`config.mk`:
```
export PLATFORM = sky130hd
export DESIGN_NAME = spi_bus_arb
export DESIGN_NICKNAME = d
export VERILOG_FILES = /design/src/rtl/spi_arb_pkg.sv /design/src/rtl/spi_bus_arb.sv
export SDC_FILE = /design/constraint.sdc
export NUM_CORES = 1
export LEC_CHECK = 0
export CAP_MARGIN = 30
export CORE_MARGIN = 1.5
export CORE_UTILIZATION = 49
export DETAILED_ROUTE_END_ITERATION = 8
export PLACE_DENSITY_LB_ADDON = 0.12
export SLEW_MARGIN = 10
export SYNTH_ARGS = -nofsm -noshare
export SYNTH_HDL_FRONTEND = slang
export SYNTH_SLANG_ARGS = --single-unit
```
`constraint.sdc`:
```
create_clock -name clk -period 5.32 [get_ports clk]
set_clock_uncertainty 0.15 [all_clocks]
set_input_delay 1.064 -clock clk [delete_from_list [all_inputs] [get_ports clk]]
set_output_delay 1.064 -clock clk [all_outputs]
set_load 0.005 [all_outputs]
```
`src/rtl/spi_arb_pkg.sv`:
```
// Shared types and encodings for the SPI bus arbiter.
package spi_arb_pkg;

    typedef enum logic [1:0] {
        IDLE = 2'd0,
        XFER = 2'd1,
        GAP  = 2'd2
    } arb_state_t;

    localparam logic [1:0] GRANT_NONE = 2'b00;
    localparam logic [1:0] GRANT0     = 2'b01;
    localparam logic [1:0] GRANT1     = 2'b10;

    // req1 takes the bus when it is alone, or when req0 has starved it long enough.
    function automatic logic pick_req1(input logic r0, input logic r1, input logic starved);
        return r1 && (starved || !r0);
    endfunction

endpackage

```
`src/rtl/spi_bus_arb.sv`:
```
// Two-requester arbiter in front of a single SPI master: serialises 16-bit
// frames, inserts an inter-frame gap, bounds req1 starvation and aborts
// frames whose spi_done never arrives.
module spi_bus_arb #(
    parameter int unsigned GAP_CYC     = 4,
    parameter int unsigned STARVE_LIM  = 3,
    parameter int unsigned TIMEOUT_CYC = 4096
) (
    input  logic        clk,
    input  logic        rst,
    input  logic        req0,
    input  logic        req1,
    input  logic [15:0] cmd0,
    input  logic [15:0] cmd1,
    output logic        done0,
    output logic        done1,
    output logic [15:0] rd0,
    output logic [15:0] rd1,
    output logic        spi_wrt,
    output logic [15:0] spi_cmd,
    input  logic        spi_done,
    input  logic [15:0] spi_rd,
    output logic [1:0]  grant,
    output logic        busy,
    input  logic        clr_err,
    output logic        timeout_err
);

    import spi_arb_pkg::*;

    localparam int unsigned GW = $clog2(GAP_CYC + 1);
    localparam int unsigned SW = $clog2(STARVE_LIM + 1);
    localparam int unsigned TW = $clog2(TIMEOUT_CYC + 1);

    localparam logic [GW-1:0] GAP_LAST   = GW'(GAP_CYC - 1);
    localparam logic [SW-1:0] STARVE_MAX = SW'(STARVE_LIM);
    localparam logic [TW-1:0] XFER_LAST  = TW'(TIMEOUT_CYC - 1);

    arb_state_t    state, state_nx;
    logic [GW-1:0] gap_cnt, gap_nx;
    logic [SW-1:0] starve_cnt, starve_nx;
    logic [TW-1:0] xfer_cnt, xfer_nx;

    logic [1:0]  grant_nx;
    logic [15:0] cmd_nx;
    logic        wrt_nx;
    logic        done0_nx, done1_nx;
    logic [15:0] rd0_nx, rd1_nx;
    logic        err_nx;
    logic        take1;
    logic        finish;

    assign busy = (state != IDLE);

    // State, counters and all registered outputs.
    always_ff @(posedge clk or posedge rst) begin
        if (rst) begin
            state       <= IDLE;
            gap_cnt     <= '0;
            starve_cnt  <= '0;
            xfer_cnt    <= '0;
            grant       <= GRANT_NONE;
            spi_cmd     <= '0;
            spi_wrt     <= 1'b0;
            done0       <= 1'b0;
            done1       <= 1'b0;
            rd0         <= '0;
            rd1         <= '0;
            timeout_err <= 1'b0;
        end else begin
            state       <= state_nx;
            gap_cnt     <= gap_nx;
            starve_cnt  <= starve_nx;
            xfer_cnt    <= xfer_nx;
            grant       <= grant_nx;
            spi_cmd     <= cmd_nx;
            spi_wrt     <= wrt_nx;
            done0       <= done0_nx;
            done1       <= done1_nx;
            rd0         <= rd0_nx;
            rd1         <= rd1_nx;
            timeout_err <= err_nx;
        end
    end

    // Next-state and next-output logic for arbitration, transfer and gap.
    always_comb begin
        state_nx  = state;
        gap_nx    = gap_cnt;
        starve_nx = starve_cnt;
        xfer_nx   = xfer_cnt;
        grant_nx  = grant;
        cmd_nx    = spi_cmd;
        wrt_nx    = 1'b0;
        done0_nx  = 1'b0;
        done1_nx  = 1'b0;
        rd0_nx    = rd0;
        rd1_nx    = rd1;
        // A timeout in the same cycle overrides the clear below.
        err_nx    = timeout_err & ~clr_err;
        take1     = 1'b0;
        finish    = 1'b0;

        case (state)
            IDLE: begin
                if (req0 || req1) begin
                    take1 = pick_req1(req0, req1, starve_cnt == STARVE_MAX);
                    if (take1) begin
                        grant_nx  = GRANT1;
                        cmd_nx    = cmd1;
                        starve_nx = '0;
                    end else begin
                        grant_nx = GRANT0;
                        cmd_nx   = cmd0;
                        if (!req1) begin
                            starve_nx = '0;
                        end else if (starve_cnt != STARVE_MAX) begin
                            starve_nx = starve_cnt + SW'(1);
                        end
                    end
                    wrt_nx   = 1'b1;
                    xfer_nx  = '0;
                    state_nx = XFER;
                end
            end

            XFER: begin
                if (spi_done) begin
                    finish = 1'b1;
                    if (grant[0]) rd0_nx = spi_rd;
                    if (grant[1]) rd1_nx = spi_rd;
                end else if (xfer_cnt == XFER_LAST) begin
                    finish = 1'b1;
                    err_nx = 1'b1;
                end else begin
                    xfer_nx = xfer_cnt + TW'(1);
                end
                if (finish) begin
                    done0_nx = grant[0];
                    done1_nx = grant[1];
                    gap_nx   = '0;
                    state_nx = GAP;
                end
            end

            GAP: begin
                if (gap_cnt == GAP_LAST) begin
                    gap_nx   = '0;
                    grant_nx = GRANT_NONE;
                    state_nx = IDLE;
                end else begin
                    gap_nx = gap_cnt + GW'(1);
                end
            end

            default: begin
                grant_nx = GRANT_NONE;
                state_nx = IDLE;
            end
        endcase
    end

endmodule
```
==> results of run 1 <==
## critical path, delay by kind of cell, from the launching register on
| kind | cells | cell delay (ns) |
|---|---|---|
| simple gates | 1 | 0.44 |
| flops | 1 | 0.46 |
| buf+inv | 2 | 0.57 |
## cells by family (layout without fill, tap and decap cells)
kind of cell / Yosys count / count (layout) / synth area share (%)
DFF: 74 / 74 / 58.0
and+or+nand+nor: 73 / 73 / 12.3
AOI/OAI and AO/OA: 51 / 51 / 11.7
muxes: 42 / 42 / 14.4
buffers and inverters: 19 / 138 / 2.39
adders and majority gates: 3 / 3 / 1.18
## stage by stage
| stage | hold slack (ns) | total power, mW | instances |
|---|---|---|---|
| final | 0.339 | 2.25 | 458 |
| after global routing | 0.366 | 2.40 | 458 |
| after CTS | 0.346 | 2.27 | 457 |
| after detailed placement | 0.324 | 1.86 | 441 |
| after global placement | 0.314 | 1.83 | 440 |
| after floorplan | 0.304 | 1.32 | 262 |
## worst min path at each step
stage | start | end | slack [ns] | depth (start not counted)
global route | rd0[6] | rd0[6] | 0.37 | 1
floorplan | starve_cnt[1] | starve_cnt[1] | 0.30 | 2
global placement | spi_cmd[15] | spi_cmd[15] | 0.31 | 2
detailed placement | spi_cmd[7] | spi_cmd[7] | 0.32 | 2
CTS | spi_cmd[14] | spi_cmd[14] | 0.35 | 2
finish | spi_cmd[14] | spi_cmd[14] | 0.34 | 2
## cell type report
cell class | count | area share, %
timing repair buffer | 112 | 24.6
inverter | 10 | 0.823
tap | 77 | 2.11
clock buffer | 9 | 2.72
clock inverter | 7 | 1.34
sequential | 74 | 40.6
multi-input combinational | 169 | 27.8
## layer usage
layer	vias up	GRT usage (%)
met3	11	6.33
li1	1186	-
met2	77	34.4
met4	0	8.35
met5	-	0
met1	1195	26.2
## layout by cell type (no fill, tap or decap), drive strengths merged, types with 2 or more instances in the layout
master / count
mux2i: 10
ha: 3
nor2: 8
and2: 2
nor4: 2
inv: 13
mux2: 32
and3: 11
or3: 2
dfrtp: 74
a21oi: 3
nand2b: 3
clkinv: 2
clkbuf: 10
o22ai: 2
a31oi: 2
clkdlybuf4s50: 108
nor3: 5
o21ai: 20
buf: 3
nand4: 4
nand3: 6
clkinvlp: 2
a211o: 5
nand2: 25
a21o: 2
a221o: 6
## registers in the layout, summed over array words and instances, names as in the netlist
name,cells
gap_cnt,3
state,2
spi_wrt,1
rd0,16
done0,1
done1,1
xfer_cnt,13
spi_cmd,16
starve_cnt,2
timeout_err,1
rd1,16
grant,2
## cell usage after synthesis (2+ instances only)
cell type  number
a211o_1         5
a21o_1          2
a21oi_1         3
a221o_1         6
a31oi_1         2
and2_1          2
and3_1         10
buf_2           4
clkbuf_1        5
dfrtp_1        74
ha_1            3
inv_1           9
mux2_2         32
mux2i_1        10
nand2_1        25
nand2b_1        3
nand3_1         6
nand4_1         3
nor2_1          7
nor3_1          5
nor4_1          2
o21ai_0        19
o22ai_1         2
## report_power, final
| part | internal [mW] | total (mW) | switching (mW) |
|---|---|---|---|
| combinational | 0.587 | 0.930 | 0.343 |
| clock | 0.177 | 0.408 | 0.230 |
| sequential | 0.785 | 0.910 | 0.125 |
==> flow_summary.toml, run 1 <==
[run_status]
outcome = "finished clean"

[cts]
cts_num_sinks = 74
path_clk_slew_ns = 0.09
hold_buffers = 0
cts_resized = 0
clk_path_buf_depth = 2
cts_setup_buffers = 0
cts_root_buffer = "clkbuf_8"
numCtsBuffers = 9
cts_htree_levels = 3
cts_tree = "yes"
worstSkewPairLatency_ns = 0.35

[detailed_routing]
route.met2.wl_um = 3370
viasPerCell = 5.39
drc_errors = 0
wl_met3_um = 387
vias = 2469
first_pass_iters = 5
wl_met1_um = 2970
ant_nets = 0
routed.top_layer = "met4"
drt_iter0_drc = 102
wl_per_cell_um = 15.0
routed_wl_um = 6870

[power_and_ir_drop]
ir_drop_mv = 0.294
power_leakage_nw = 2.08
p_per_area_nw_per_um2 = 493

[critical_path]
rr_worst_depth = 3
cp-end-kind = "primary output"
r2r-start = "state[1]"
slowest_delay_ns = 0.48
slowest_stage = "clkdlybuf4s50_1"
crit_chain = "nor2_1 > inv_1 > clkdlybuf4s50_1"
startpoint = "state[1]"
worst_r2r_endpoint = "rd0[15]"
crit_path_start_kind = "flop"
r2r_slack_ns = 2.95
crit_fanout = 9
endpoint = "busy"
crit_arrival_ns = 1.83
worstSetupPathType = "reg -> out"
required_ns = 4.11

[yosys]
synthArstFlopShare_pct = 100
synth_seq_cells = 74
synthCells = 262
synth_edf_count = 0
netlist_top_cells_area = "dfrtp_1 58%, mux2_2 11%, mux2i_1 3.1%"
synth_top_area_share_pct = 58.0
syn-cell-area_um2 = 3190
ys_types = 46
synth_ff_type = "dfrtp_1"
ys_seq_area_share_pct = 58.0
synthesis.nets = 319
yosys.area.top_type = "dfrtp_1"
syn_area_per_cell_um2 = 12.2
yosys_warnings = 0

[flow_run]
max_cap_viol_count = 0

[min_path]
worstHoldPathType = "reg -> reg"

[die]
die_w_um = 83.7
core_area_um2 = 6310
die_area_um2 = 7010
start_util_pct = 50.6
num_rows = 29
die_h_um = 83.7
ioPinCount = 109

[sta]
max_clock_freq_ghz = 0.328
setup_violations = 0
layout_setup_ws_ns = 2.28
min_period_over_period_pct = 57.2
setup_tns_ns = 0
rsz0062_at_grt = "false"
slew_violations = 0
max_slew_margin_pct = 45.6
tightest_slew_ns = 0.814
finalHoldViolCount = 0
fin_crit_ns = 3.04

[finish]
drive_gt1_share_pct = 16.5
utilization_pct = 72.3
diodes = 0
fillers = 450
multiInputGateArea_um2 = 1270
design_area_um2 = 4560
nNetsFinal = 433
seq_area_um2 = 1850
area_growth_pct = 42.9

[place]
place_ws_ns = 2.22
post_dp_cell_area_um2 = 4370
gp_congestion = 0.803
io_buffers = 108
dpl.hpwl_um = 5080

[global_routing]
grt_use_total_pct = 21.0
gr-total-overflow = 0
grt_max_degree = 34
grt_pass1_wl_um = 11800
grt_pass1_vias = 2509
antenna_found_initial = 0
No activity file was read; power rests on OpenSTA's default activity.
==> inputs of run 2 (changes only) <==
--- a/config.mk
+++ b/config.mk
@@ -7,7 +7,7 @@
 export LEC_CHECK = 0
 export CAP_MARGIN = 30
 export CORE_MARGIN = 1.5
-export CORE_UTILIZATION = 49
+export CORE_UTILIZATION = 45
 export DETAILED_ROUTE_END_ITERATION = 8
 export PLACE_DENSITY_LB_ADDON = 0.12
 export SLEW_MARGIN = 10
==> constraint.sdc (replaced) <==
create_clock -name clk -period 3.1 [get_ports clk]
set_clock_uncertainty 0.15 [all_clocks]
set_input_delay 0.62 -clock clk [delete_from_list [all_inputs] [get_ports clk]]
set_output_delay 0.62 -clock clk [all_outputs]
set_load 0.005 [all_outputs]
==> run 2 against run 1 <==
Power up 74%. Sequential power up 71%. Global-route usage down 2.3 points. Critical path type unchanged. Largest power group unchanged. Highest routed layer unchanged.
==> flow_summary.toml, run 2 (synthesis gave the netlist of run 1 again) <==
[run_status]
outcome = "finished clean"

[finish]
fillers = 551
drive_gt1_share_pct = 16.8
diodes = 0
seq_area_um2 = 1850
utilization_pct = 67.5
top_regs = "rd0 x16, rd1 x16, spi_cmd x16"
design_area_um2 = 4610
multiInputGateArea_um2 = 1270
nNetsFinal = 434
area_growth_pct = 44.5
layout_commonest_cell = "clkdlybuf4s50_1"
layout_common_cells = "108 x clkdlybuf4s50_1, 74 x dfrtp_1, 32 x mux2_2, 25 x nand2_1, 19 x o21ai_0"

[power_and_ir_drop]
power_leakage_nw = 2.09
p_per_area_nw_per_um2 = 848
ir_drop_mv = 0.396
power_mw = 3.91

[cts]
clk_path_buf_depth = 2
cts_tree = "yes"
path_clk_slew_ns = 0.08
numCtsBuffers = 9
cts_setup_buffers = 0
worstSkewPairLatency_ns = 0.33
cts_num_sinks = 74
hold_buffers = 0
cts_htree_levels = 3
cts_root_buffer = "clkbuf_8"
cts_resized = 0

[die]
num_rows = 30
core_area_um2 = 6830
start_util_pct = 46.7
die_area_um2 = 7610
die_h_um = 87.2
ioPinCount = 109
die_w_um = 87.2

[min_path]
hold_path_depth = 2
worstHoldPathType = "reg -> reg"

[global_routing]
grt_pass1_wl_um = 11100
grt_pass1_vias = 2471
grt_max_degree = 75
gr-total-overflow = 0
grt_use_total_pct = 18.7
antenna_found_initial = 0

[critical_path]
slowest_stage = "clkdlybuf4s50_1"
crit_chain = "nor2_1 > inv_1 > clkdlybuf4s50_1"
cp-end-kind = "primary output"
critical-path-top-delay-family = "buffers and inverters"
crit_path_start_kind = "flop"
crit_fanout = 9
rr_worst_depth = 5
worstSetupPathType = "reg -> out"
crit_arrival_ns = 1.75
slowest_delay_ns = 0.46
worstPathBufferInverterCount = 2
cp.depth = 3
required_ns = 2.33

[sta]
max_clock_freq_ghz = 0.397
tightest_slew_ns = 1.00
min_period_over_period_pct = 81.2
rsz0062_at_grt = "false"
layout_setup_ws_ns = 0.582
slew_violations = 0
finalHoldViolCount = 0
setup_violations = 0
setup_tns_ns = 0
max_slew_margin_pct = 32.5
fin_crit_ns = 2.52

[place]
dpl.hpwl_um = 4910
place_ws_ns = 0.469
gp_congestion = 0.764
io_buffers = 108
post_dp_cell_area_um2 = 4410

[detailed_routing]
first_pass_iters = 4
vias = 2449
wl_per_cell_um = 14.3
ant_nets = 0
viasPerCell = 5.12
routed_wl_um = 6810
drt_iter0_drc = 63
drc_errors = 0

[flow_run]
max_cap_viol_count = 0
==> run 2: changes by cell type in the layout (fill, tap and decap cells not counted), sizes merged <==
cell,change
buf,+2
inv,-3
clkinvlp,+1
bufinv,+1
==> run 2: metal layers <==
metal  up-vias  part of all wire (%)  track usage, %  wire length (µm)
met5         -                     0               0                 0
met4         0                   1.2            6.35                81
met3         7                   5.9            5.40               404
met2        71                    51            32.6              3450
met1      1183                    42            22.2              2880
li1       1188                     -               -                 -
==> run 2: final timing paths <==
kind / startpoint / to / slack [ns]
min: spi_cmd[15] / spi_cmd[15] / 0.34
max in group asynchronous: rst / xfer_cnt[8] / 1.97
min reg2reg: spi_cmd[15] / spi_cmd[15] / 0.34
max: state[1] / busy / 0.58
max reg2reg: xfer_cnt[0] / xfer_cnt[5] / 0.80
min in group asynchronous: rst / rd0[12] / 0.53
==> run 2: worst register-to-register path, delay by kind of cell (launching register included) <==
kind,cells,cell delay [ns]
simple gates,2,0.23
fa+ha+maj,1,0.20
flops,1,0.40
compound gates,2,1.21
==> run 2: stage by stage <==
| step | std cells | hold WS, ns |
|---|---|---|
| 2_1_floorplan | 262 | 0.304 |
| 3_3_place_gp | 462 | 0.314 |
| 3_5_place_dp | 462 | 0.325 |
| 4_1_cts | 478 | 0.345 |
| 5_1_grt | 478 | 0.363 |
| 6_report | 478 | 0.341 |
==> run 2: final cells by class <==
class                      count  area share (%)
inverter                      10           0.814
clock inverter                 6            1.44
multi-input combinational    169            27.5
tap                           96            2.60
timing repair buffer         113            24.5
sequential                    74            40.2
clock buffer                  10            2.98
==> run 2: power by group <==
part,switching (mW),internal [mW]
sequential,0.216,1.35
clock,0.358,0.393
combinational,0.590,1.01
==> inputs of run 3 (changes only) <==
--- a/config.mk
+++ b/config.mk
@@ -7,7 +7,7 @@
 export LEC_CHECK = 0
 export CAP_MARGIN = 30
 export CORE_MARGIN = 1.5
-export CORE_UTILIZATION = 45
+export CORE_UTILIZATION = 41
 export DETAILED_ROUTE_END_ITERATION = 8
 export PLACE_DENSITY_LB_ADDON = 0.12
 export SLEW_MARGIN = 10
==> constraint.sdc (replaced) <==
create_clock -name clk -period 2.25 [get_ports clk]
set_clock_uncertainty 0.15 [all_clocks]
set_input_delay 0.45 -clock clk [delete_from_list [all_inputs] [get_ports clk]]
set_output_delay 0.45 -clock clk [all_outputs]
set_load 0.005 [all_outputs]
==> run 3 against run 2 <==
Power rose by 43%. Wire length grew 5.9%. Largest cell class unchanged. Design area grew 3.7%. Sequential power is 38% higher. Critical path depth unchanged.
==> flow_summary.toml, run 3 (synthesis gave the netlist of run 1 again) <==
[critical_path]
critical-path-top-delay-family = "buffers and inverters"
crit_chain = "nor2_2 > inv_1 > clkdlybuf4s50_1"
slowest_stage = "dfrtp_1"
worstSetupPathType = "reg -> out"
worstPathBufferInverterCount = 2
r2r-start = "xfer_cnt[1]"
r2r_slack_ns = 0.11
crit_arrival_ns = 1.55
cp-end-kind = "primary output"
required_ns = 1.65
crit_path_start_kind = "flop"
slowest_delay_ns = 0.46
crit_fanout = 7
worst_r2r_endpoint = "xfer_cnt[7]"
rr_worst_depth = 6

[cts]
clk_path_buf_depth = 2
path_clk_slew_ns = 0.08
cts_tree = "yes"
cts_root_buffer = "clkbuf_8"
cts_num_sinks = 74
worstSkewPairLatency_ns = 0.34
cts_setup_buffers = 0
cts_htree_levels = 3
numCtsBuffers = 9

[run_status]
outcome = "finished clean"

[die]
die_w_um = 91.2
ioPinCount = 109
die_h_um = 91.2
num_rows = 31
die_area_um2 = 8320
core_area_um2 = 7410
start_util_pct = 43.1

[sta]
finalHoldViolCount = 0
fin_hold_ws_ns = 0.247
setup_violations = 0
max_clock_freq_ghz = 0.466
setup_tns_ns = 0
slew_violations = 0
fin_crit_ns = 2.15
min_period_over_period_pct = 95.4
tightest_slew_ns = 0.633
rsz0062_at_grt = "false"
max_slew_margin_pct = 57.7

[global_routing]
grt_use_total_pct = 18.9
grt_pass1_wl_um = 12300
grt_pass1_vias = 2586
gr-total-overflow = 0
antenna_found_initial = 0
grt_max_degree = 40

[detailed_routing]
viasPerCell = 5.09
first_pass_iters = 4
drt_iter0_drc = 76
wl_per_cell_um = 14.6
drc_errors = 0
ant_nets = 0
routed_wl_um = 7220
vias = 2522

[power_and_ir_drop]
p_per_area_nw_per_um2 = 1170
power_mw = 5.59
power_leakage_nw = 2.18
ir_drop_mv = 0.582

[finish]
layout_common_cells = "108 x clkdlybuf4s50_1, 74 x dfrtp_1, 32 x mux2_2, 25 x nand2_1, 19 x o21ai_0"
fillers = 570
layout_commonest_cell = "clkdlybuf4s50_1"
drive_gt1_share_pct = 19.9
utilization_pct = 64.6
nNetsFinal = 448
diodes = 0
area_growth_pct = 49.9
seq_area_um2 = 1850
multiInputGateArea_um2 = 1290
top_regs = "rd0 x16, rd1 x16, spi_cmd x16"

[place]
dpl.hpwl_um = 5470
gp_congestion = 0.821
io_buffers = 108

[min_path]
worstHoldPathType = "in -> async"

[flow_run]
max_cap_viol_count = 0
run 3: metrics by stage:
| stage | cells | setup WS, ns | instance area (µm²) |
|---|---|---|---|
| 2_1_floorplan | 262 | 0.335 | 3200 |
| 3_3_place_gp | 479 | 0.0467 | 4550 |
| 3_5_place_dp | 479 | 0.0119 | 4550 |
| 4_1_cts | 495 | 0.0747 | 4780 |
| 5_1_grt | 495 | 0.00197 | 4780 |
| 6_report | 495 | 0.103 | 4780 |
run 3: worst max-delay path by stage:
stage	slack, ns	to	startpoint	depth (start not counted)
global placement	0.05	xfer_cnt[5]	xfer_cnt[0]	5
detailed placement	0.01	xfer_cnt[5]	xfer_cnt[1]	5
CTS	0.07	busy	state[1]	3
finish	0.10	busy	state[1]	3
global route	0.002	xfer_cnt[7]	xfer_cnt[1]	6
floorplan	0.34	xfer_cnt[9]	xfer_cnt[0]	5
run 3: cell type report:
cell class / instances / area share, %
clock buffers: 10 / 2.67
multi-input cells: 169 / 26.9
repair buffers: 127 / 26.4
inverters: 10 / 0.863
well taps: 99 / 2.59
flip-flops and latches: 74 / 38.7
clock inverters: 6 / 1.91
run 3: report_power, final:
part	total [mW]	internal, mW	switching [mW]
Clock	1.12	0.626	0.490
Combinational	2.32	1.47	0.842
Sequential	2.16	1.86	0.304
Total	5.59	3.96	1.64
run 3: routing by layer:
| metal | GRT usage, % | part of all wire (%) | wire length (µm) |
|---|---|---|---|
| met4 | 7.68 | 1.5 | 106 |
| met1 | 23.8 | 44 | 3170 |
| met3 | 5.03 | 5.6 | 403 |
| met5 | 0 | 0 | 0 |
| met2 | 30.7 | 49 | 3540 |
run 3: what timing repair did:
action,4_1_cts,5_1_grt
hold buffers,0,0
cloned,0,0
gates resized for setup,2,1
endpoints found under the setup margin,2,5
pin swaps,0,0
